**src/rtl/throw_sequencer_pkg.sv**
```systemverilog
`default_nettype none
// ============================================================================
//  Module      : throw_sequencer_pkg
//  Description : Shared game definitions: sequencer states and PS/2 scan codes.
//  Revision    : 1.0 - initial release
// ============================================================================
package throw_sequencer_pkg;

    typedef enum logic [2:0] {
        S_IDLE   = 3'd0,
        S_AIM    = 3'd1,
        S_POWER  = 3'd2,
        S_LAUNCH = 3'd3,
        S_ROLL   = 3'd4,
        S_DONE   = 3'd5
    } state_t;

    localparam logic [7:0] c_KEY_LEFT  = 8'h1C;   // 'A'
    localparam logic [7:0] c_KEY_RIGHT = 8'h23;   // 'D'
    localparam logic [7:0] c_KEY_SPACE = 8'h29;
    localparam logic [7:0] c_KEY_BREAK = 8'hF0;

    // True for the two keys that steer the aim arrow
    function automatic logic is_arrow_key(input logic [7:0] code);
        return (code == c_KEY_LEFT) || (code == c_KEY_RIGHT);
    endfunction

endpackage
`default_nettype wire

```
**src/rtl/throw_sequencer_if.sv**
```systemverilog
`default_nettype none
// ============================================================================
//  Module      : throw_sequencer_if
//  Description : Keyboard / aim / lane signals of the throw sequencer.
//  Revision    : 1.0 - initial release
// ============================================================================
interface throw_sequencer_if;

    logic [7:0] scan_code;
    logic       scan_valid;
    logic       tick;
    logic [3:0] x_pos;
    logic       ball_done;

    logic       arrow_en;
    logic [7:0] arrow_dir;
    logic [3:0] power;
    logic       launch;
    logic [3:0] launch_pos;
    logic [3:0] launch_pow;
    logic [3:0] frame;
    logic       ball;
    logic       game_over;

    // Sequencer side
    modport slave (
        input  scan_code, scan_valid, tick, x_pos, ball_done,
        output arrow_en, arrow_dir, power, launch, launch_pos, launch_pow,
               frame, ball, game_over
    );

    // Environment side (keyboard, rate divider, aim block, lane logic)
    modport master (
        output scan_code, scan_valid, tick, x_pos, ball_done,
        input  arrow_en, arrow_dir, power, launch, launch_pos, launch_pow,
               frame, ball, game_over
    );

endinterface
`default_nettype wire

```
**src/rtl/throw_sequencer_ps2_make_filter.sv**
```systemverilog
`default_nettype none
// ============================================================================
//  Module      : ps2_make_filter
//  Description : Passes PS/2 make codes; swallows F0 and the byte after it.
//  Revision    : 1.0 - initial release
// ============================================================================
module ps2_make_filter
    import throw_sequencer_pkg::*;
(
    input  wire logic       clk,
    input  wire logic       rst_n,
    input  wire logic [7:0] i_scan_code,
    input  wire logic       i_scan_valid,
    output logic            o_make_valid,
    output logic [7:0]      o_make_code
);

    logic r_break_pending;

    // Arm on F0; the next received byte (whatever it is) disarms it
    always_ff @(posedge clk or negedge rst_n) begin
        if (!rst_n) begin
            r_break_pending <= 1'b0;
        end else if (i_scan_valid) begin
            r_break_pending <= !r_break_pending && (i_scan_code == c_KEY_BREAK);
        end
    end

    assign o_make_valid = i_scan_valid && !r_break_pending && (i_scan_code != c_KEY_BREAK);
    assign o_make_code  = i_scan_code;

endmodule
`default_nettype wire

```
**src/rtl/throw_sequencer.sv**
```systemverilog
`default_nettype none
// ============================================================================
//  Module      : throw_sequencer
//  Description : Bowling throw sequencer: aim, power meter, launch, roll and
//                frame/ball bookkeeping driven by PS/2 make codes.
//  Revision    : 1.0 - initial release
// ============================================================================
module throw_sequencer
    import throw_sequencer_pkg::*;
#(
    parameter int POWER_MAX  = 15,
    parameter int NUM_FRAMES = 10
)(
    input  wire logic        CLOCK_50,
    input  wire logic        reset,
    throw_sequencer_if.slave bus
);

    localparam logic [3:0] c_POWER_MAX  = 4'(POWER_MAX);
    localparam logic [3:0] c_NUM_FRAMES = 4'(NUM_FRAMES);

    logic       w_make_valid;
    logic [7:0] w_make_code;
    logic       w_space;

    state_t     r_state,      w_state_nxt;
    logic       r_arrow_en,   w_arrow_en_nxt;
    logic [7:0] r_arrow_dir,  w_arrow_dir_nxt;
    logic [3:0] r_power,      w_power_nxt;
    logic       r_up,         w_up_nxt;
    logic [3:0] r_launch_pos, w_launch_pos_nxt;
    logic [3:0] r_launch_pow, w_launch_pow_nxt;
    logic [3:0] r_frame,      w_frame_nxt;
    logic       r_ball,       w_ball_nxt;

    ps2_make_filter u_make_filter (
        .clk          (CLOCK_50),
        .rst_n        (reset),
        .i_scan_code  (bus.scan_code),
        .i_scan_valid (bus.scan_valid),
        .o_make_valid (w_make_valid),
        .o_make_code  (w_make_code)
    );

    assign w_space = w_make_valid && (w_make_code == c_KEY_SPACE);

    // State and all sequencer outputs; reset aborts any throw in progress
    always_ff @(posedge CLOCK_50 or negedge reset) begin
        if (!reset) begin
            r_state      <= S_IDLE;
            r_arrow_en   <= 1'b0;
            r_arrow_dir  <= 8'h00;
            r_power      <= 4'd0;
            r_up         <= 1'b1;
            r_launch_pos <= 4'd0;
            r_launch_pow <= 4'd0;
            r_frame      <= 4'd1;
            r_ball       <= 1'b0;
        end else begin
            r_state      <= w_state_nxt;
            r_arrow_en   <= w_arrow_en_nxt;
            r_arrow_dir  <= w_arrow_dir_nxt;
            r_power      <= w_power_nxt;
            r_up         <= w_up_nxt;
            r_launch_pos <= w_launch_pos_nxt;
            r_launch_pow <= w_launch_pow_nxt;
            r_frame      <= w_frame_nxt;
            r_ball       <= w_ball_nxt;
        end
    end

    // Next-state and next-output decode; arrow strobe defaults low every cycle
    always_comb begin
        w_state_nxt      = r_state;
        w_arrow_en_nxt   = 1'b0;
        w_arrow_dir_nxt  = 8'h00;
        w_power_nxt      = r_power;
        w_up_nxt         = r_up;
        w_launch_pos_nxt = r_launch_pos;
        w_launch_pow_nxt = r_launch_pow;
        w_frame_nxt      = r_frame;
        w_ball_nxt       = r_ball;

        case (r_state)
            S_IDLE: begin
                if (w_space) begin
                    w_state_nxt = S_AIM;
                end
            end

            S_AIM: begin
                if (w_make_valid && is_arrow_key(w_make_code)) begin
                    w_arrow_en_nxt  = 1'b1;
                    w_arrow_dir_nxt = w_make_code;
                end else if (w_space) begin
                    w_launch_pos_nxt = bus.x_pos;
                    w_power_nxt      = 4'd0;
                    w_up_nxt         = 1'b1;
                    w_state_nxt      = S_POWER;
                end
            end

            S_POWER: begin
                // Confirm wins over a coincident tick so the latched value is
                // exactly what the player saw
                if (w_space) begin
                    w_launch_pow_nxt = r_power;
                    w_state_nxt      = S_LAUNCH;
                end else if (bus.tick) begin
                    if (r_up) begin
                        if (r_power >= c_POWER_MAX) begin
                            w_power_nxt = r_power - 4'd1;
                            w_up_nxt    = 1'b0;
                        end else begin
                            w_power_nxt = r_power + 4'd1;
                        end
                    end else begin
                        if (r_power == 4'd0) begin
                            w_power_nxt = 4'd1;
                            w_up_nxt    = 1'b1;
                        end else begin
                            w_power_nxt = r_power - 4'd1;
                        end
                    end
                end
            end

            S_LAUNCH: begin
                w_state_nxt = S_ROLL;
            end

            S_ROLL: begin
                if (bus.ball_done) begin
                    if (!r_ball) begin
                        w_ball_nxt  = 1'b1;
                        w_state_nxt = S_AIM;
                    end else if (r_frame >= c_NUM_FRAMES) begin
                        w_state_nxt = S_DONE;
                    end else begin
                        w_ball_nxt  = 1'b0;
                        w_frame_nxt = r_frame + 4'd1;
                        w_state_nxt = S_AIM;
                    end
                end
            end

            S_DONE: begin
                if (w_space) begin
                    w_frame_nxt = 4'd1;
                    w_ball_nxt  = 1'b0;
                    w_state_nxt = S_IDLE;
                end
            end

            default: begin
                w_state_nxt = S_IDLE;
            end
        endcase
    end

    assign bus.arrow_en   = r_arrow_en;
    assign bus.arrow_dir  = r_arrow_dir;
    assign bus.power      = r_power;
    assign bus.launch     = (r_state == S_LAUNCH);
    assign bus.launch_pos = r_launch_pos;
    assign bus.launch_pow = r_launch_pow;
    assign bus.frame      = r_frame;
    assign bus.ball       = r_ball;
    assign bus.game_over  = (r_state == S_DONE);

endmodule
`default_nettype wire

```
**src/flat_wrapper.sv**
```systemverilog
// flat-port wrapper written by rule: the top's interface ports become plain ports
module throw_sequencer_flat import throw_sequencer_pkg::*;
#(
    parameter int POWER_MAX  = 15,
    parameter int NUM_FRAMES = 10
)
  (CLOCK_50, reset, bus_scan_code, bus_scan_valid, bus_tick, bus_x_pos, bus_ball_done, bus_arrow_en, bus_arrow_dir, bus_power, bus_launch, bus_launch_pos, bus_launch_pow, bus_frame, bus_ball, bus_game_over);
  throw_sequencer_if bus_i ();
  input  wire logic CLOCK_50;
  input  wire logic reset;
  input wire logic [$bits(bus_i.scan_code)-1:0] bus_scan_code;
  input wire logic [$bits(bus_i.scan_valid)-1:0] bus_scan_valid;
  input wire logic [$bits(bus_i.tick)-1:0] bus_tick;
  input wire logic [$bits(bus_i.x_pos)-1:0] bus_x_pos;
  input wire logic [$bits(bus_i.ball_done)-1:0] bus_ball_done;
  output wire logic [$bits(bus_i.arrow_en)-1:0] bus_arrow_en;
  output wire logic [$bits(bus_i.arrow_dir)-1:0] bus_arrow_dir;
  output wire logic [$bits(bus_i.power)-1:0] bus_power;
  output wire logic [$bits(bus_i.launch)-1:0] bus_launch;
  output wire logic [$bits(bus_i.launch_pos)-1:0] bus_launch_pos;
  output wire logic [$bits(bus_i.launch_pow)-1:0] bus_launch_pow;
  output wire logic [$bits(bus_i.frame)-1:0] bus_frame;
  output wire logic [$bits(bus_i.ball)-1:0] bus_ball;
  output wire logic [$bits(bus_i.game_over)-1:0] bus_game_over;
  assign bus_i.scan_code = bus_scan_code;
  assign bus_i.scan_valid = bus_scan_valid;
  assign bus_i.tick = bus_tick;
  assign bus_i.x_pos = bus_x_pos;
  assign bus_i.ball_done = bus_ball_done;
  assign bus_arrow_en = bus_i.arrow_en;
  assign bus_arrow_dir = bus_i.arrow_dir;
  assign bus_power = bus_i.power;
  assign bus_launch = bus_i.launch;
  assign bus_launch_pos = bus_i.launch_pos;
  assign bus_launch_pow = bus_i.launch_pow;
  assign bus_frame = bus_i.frame;
  assign bus_ball = bus_i.ball;
  assign bus_game_over = bus_i.game_over;
  throw_sequencer #(.POWER_MAX(POWER_MAX), .NUM_FRAMES(NUM_FRAMES)) u_core (.CLOCK_50(CLOCK_50), .reset(reset), .bus(bus_i));
endmodule
```
**config.mk**
```make
export PLATFORM = sky130hd
export DESIGN_NAME = throw_sequencer_flat
export DESIGN_NICKNAME = d
export VERILOG_FILES = /design/src/rtl/throw_sequencer_pkg.sv /design/src/rtl/throw_sequencer_if.sv /design/src/rtl/throw_sequencer_ps2_make_filter.sv /design/src/rtl/throw_sequencer.sv /design/src/flat_wrapper.sv
export SDC_FILE = /design/constraint.sdc
export NUM_CORES = 1
export LEC_CHECK = 0
export CAP_MARGIN = 0
export CORE_AREA = 2 2 52 102
export CTS_BUF_LIST = sky130_fd_sc_hd__clkbuf_4 sky130_fd_sc_hd__clkbuf_8
export CTS_CLUSTER_DIAMETER = 150
export DETAILED_ROUTE_END_ITERATION = 10
export DIE_AREA = 0 0 54 104
export PLACE_DENSITY = 0.67
export RECOVER_POWER = 100
export SLEW_MARGIN = 20
export SYNTH_ARGS = -nofsm -noshare
export SYNTH_HDL_FRONTEND = slang
export SYNTH_SLANG_ARGS = --single-unit
```
**constraint.sdc**
```tcl
create_clock -name CLOCK_50 -period 2.37 [get_ports CLOCK_50]
set_clock_uncertainty 0.2 [all_clocks]
set_input_delay 0.711 -clock CLOCK_50 [delete_from_list [all_inputs] [get_ports CLOCK_50]]
set_output_delay 0.711 -clock CLOCK_50 [all_outputs]
set_load 0.05 [all_outputs]
```
==> key figures <==
Status
  • Status: completed

Timing
  • Final Slew Violations: 0
  • RSZ-0062 raised after global routing: false
  • Slew @ Worst Pin: ~0.78 ns
  • Fmax: between 0.4 and 0.5 GHz
  • Post-Route Setup TNS: 0 ns
  • Final min period: 2.31 ns
  • Final period utilization: a little over nine tenths
  • Slew Limit Headroom: between 40 and 50%
  • Final hold vios: 0
  • Setup violations, final: 0

Clocking
  • CTS tree: built
  • Clock Latency Late Sink: about 0.28 ns
  • Worst-case clock buffer depth: 2
  • Gates resized, CTS repair: 0
  • Clock root cell: clkbuf_8
  • # Post-CTS Setup Buffers: 0
  • Worst-path clk slew: 0.06 ns
  • CTS Buf Count: 5
  • H-tree levels: 2
  • Post-CTS Hold Fix Bufs: 0
  • CTS sink count: 31

Final layout
  • Most common cell after layout, fill and taps aside: dfrtp_1
  • Diode count: 0
  • Final std cells w/o fill: ~290
  • Register Area: approximately 780 µm²
  • Most frequent cells in the layout: dfrtp_1, clkbuf_1, nand2_1
  • Number of fill cells: between 500 and 600
  • P&R area growth vs syn: 39.1%
  • Net count reported at finish: approximately 250
  • Layout cells sized above 1: a little under a quarter
  • Footprint of the multi-input gates: roughly 820 µm²

Detailed routing
  • WL final: 3.95 mm
  • Initial detailed-routing violation count: 16
  • Wire per inst: 13.8 µm
  • Antenna-violating nets left: 0
  • Vias per cell: approximately 5.0
  • Vias: around 1400
  • Number of remaining DRC errors: 0
  • DR pass1 iterations: 4

Logic synthesis
  • Synth top area share: 44.2%
  • Ys flop type: dfrtp_1
  • Synthesis Warnings: 0
  • Asr flop ratio synth: 100%
  • Mapped Area: ~0.0016 mm²
  • Cells after synthesis: 160
  • Synthesized flop and latch total: 31
  • Ranking of synthesized cells by area: dfrtp_1, nand2_1, o21ai_0
  • Post-synthesis average cell area: 10.3 µm²
  • Seq/Total Area, Yosys: between 40% and 50%
  • Yosys top cell by area: dfrtp_1
  • Yosys cell types: 51
  • EDFF count, synth: 0

Worst setup path
  • R2r setup slk: 0.18 ns
  • Largest stage delay, worst path: between 0.7 and 0.8 ns
  • Buf+Inv Stages, Crit Path: 1
  • Worst setup EP type: primary output
  • Reg-to-Reg Start: u_core.bus.frame[0]$_DFFE_PN1P_
  • Crit path cell chain: clkdlybuf4s50_1
  • Crit Path Max Fanout: 1
  • Crit Path Category: reg -> out
  • WP data required: 1.46 ns
  • Critical path's slowest cell: clkdlybuf4s50_1
  • Reg2reg end: u_core.bus.frame[0]$_DFFE_PN1P_
  • Crit path launch type: flop
  • CP arrival: about 1.4 ns
  • R2R depth: 7
  • Delay-heaviest family, CP: buffers and inverters

GRT
  • Vias in the first global route: between 1000 and 1500
  • GRT Total Usage: about 16%
  • Largest net degree at the start of global routing: 32
  • First-pass GRT wire length: 6.81 mm
  • Total congestion overflow: 0
  • Initial antenna violation count: 0

Die
  • Io pins: 45
  • Die height: approximately 100 µm
  • Site Rows: 36
  • Die area: around 0.0056 mm²
  • Initial Util: about a third
  • Die W: approximately 54 µm
  • Core region area: about 0.0049 mm²

Job
  • Max capacitance violation total: 0

Worst hold path
  • Hold path endpoint: u_core.bus.launch_pow[3]$_DFFE_PN0P_
  • Hold path startpoint: u_core.bus.launch_pow[3]$_DFFE_PN0P_
  • Hold Crit Class: reg -> reg
  • Hold Crit Depth: 2

Power and ir drop
  • Final Power: 1190 µW
  • VDD IR max: ~0.37 mV
  • Pleak: about 0.001 µW
  • Pwr Density: between 500 and 600 mW/mm²

Placement
  • DP HPWL: 3.12 mm
  • IO buf count: between 40 and 50
  • RD Place Congestion: about 0.84
  • Placed insts: approximately 280
## state kept, by name, indices dropped and copies added (netlist names)
register	count
u_core.r_state	3
u_core.bus.launch_pos	4
u_core.bus.arrow_dir	8
u_core.bus.ball	1
u_core.bus.launch_pow	4
u_core.bus.arrow_en	1
u_core.r_up	1
u_core.bus.frame	4
u_core.u_make_filter.r_break_pending	1
u_core.bus.power	4
## layout make-up
cell class | count | area share, %
timing repair buffer | 64 | 20.6
multi-input combinational | 118 | 35.9
clock buffer | 6 | 3.62
tap | 57 | 3.13
inverter | 7 | 1.15
clock inverter | 2 | 1.54
sequential | 31 | 34.1
## metal layers
layer | share of wire [%] | up-vias | wire length (µm) | GRT usage [%]
met4 | 2.1 | 0 | 81 | 6.43
met1 | 32 | 693 | 1280 | 15.9
li1 | - | 702 | - | -
met3 | 3.3 | 6 | 129 | 2.73
met2 | 62 | 35 | 2460 | 30.6
met5 | 0 | - | 0 | 0
## logic make-up after synthesis
kind of cell	count (synthesis)	share of synthesized area [%]
multiplexers	7	4.65
AO/OA/AOI/OAI	39	16.5
AND/OR/NAND/NOR	66	25.2
flip-flops	31	47.4
other	1	0.229
adder cells (fa/ha/maj)	4	3.05
buffers and inverters	12	2.90
## stage by stage
step	worst slack (ns)	hold WS, ns	area [µm²]	utilization (%)
2_1_floorplan	0.00784	0.215	1640	-
3_3_place_gp	-0.270	0.270	2270	46.7
3_5_place_dp	-0.286	0.270	2270	46.7
4_1_cts	0.0183	0.284	2390	49.1
5_1_grt	0.00723	0.323	2280	46.9
6_report	0.0622	0.276	2280	46.9
## synthesized netlist by cell type, types with 2 or more instances
cell,n
a21oi_1,7
and2_1,8
and3_1,3
buf_2,2
clkbuf_1,3
dfrtp_1,29
dfstp_2,2
ha_1,4
inv_1,7
mux2_2,4
mux2i_1,2
nand2_1,17
nand2b_1,4
nand3_1,5
nor2_1,8
nor2b_1,4
nor3_1,2
nor3b_2,2
nor4_1,2
o21a_1,2
o21ai_0,11
o21ai_1,2
o22ai_1,2
## worst min-delay path, cell delays in order, from the launching register on
cell	delay, ns
dfrtp_1	0.34
nand2_1	0.04
o21ai_0	0.06
## power by group
part	internal [µW]	switching [µW]	total, µW
sequential	537	11.6	548
combinational	55.2	56.6	112
clock	340	193	533
## worst max path at each step
stage | startpoint | endpoint | slack (ns) | depth (start not counted)
floorplan | u_core.r_state[0]$_DFFE_PN0P_ | bus_launch | 0.008 | 4
global placement | bus_scan_code[1] | u_core.bus.power[3]$_DFFE_PN0P_ | -0.27 | 7
detailed placement | bus_scan_code[1] | u_core.bus.power[3]$_DFFE_PN0P_ | -0.29 | 7
CTS | bus_scan_code[1] | u_core.bus.power[3]$_DFFE_PN0P_ | 0.02 | 7
global route | bus_scan_code[7] | u_core.bus.ball$_DFFE_PN0P_ | 0.007 | 7
finish | u_core.bus.arrow_dir[6]$_DFF_PN0_ | bus_arrow_dir[6] | 0.06 | 1
Note: power is estimated with default switching activity, not from simulation.
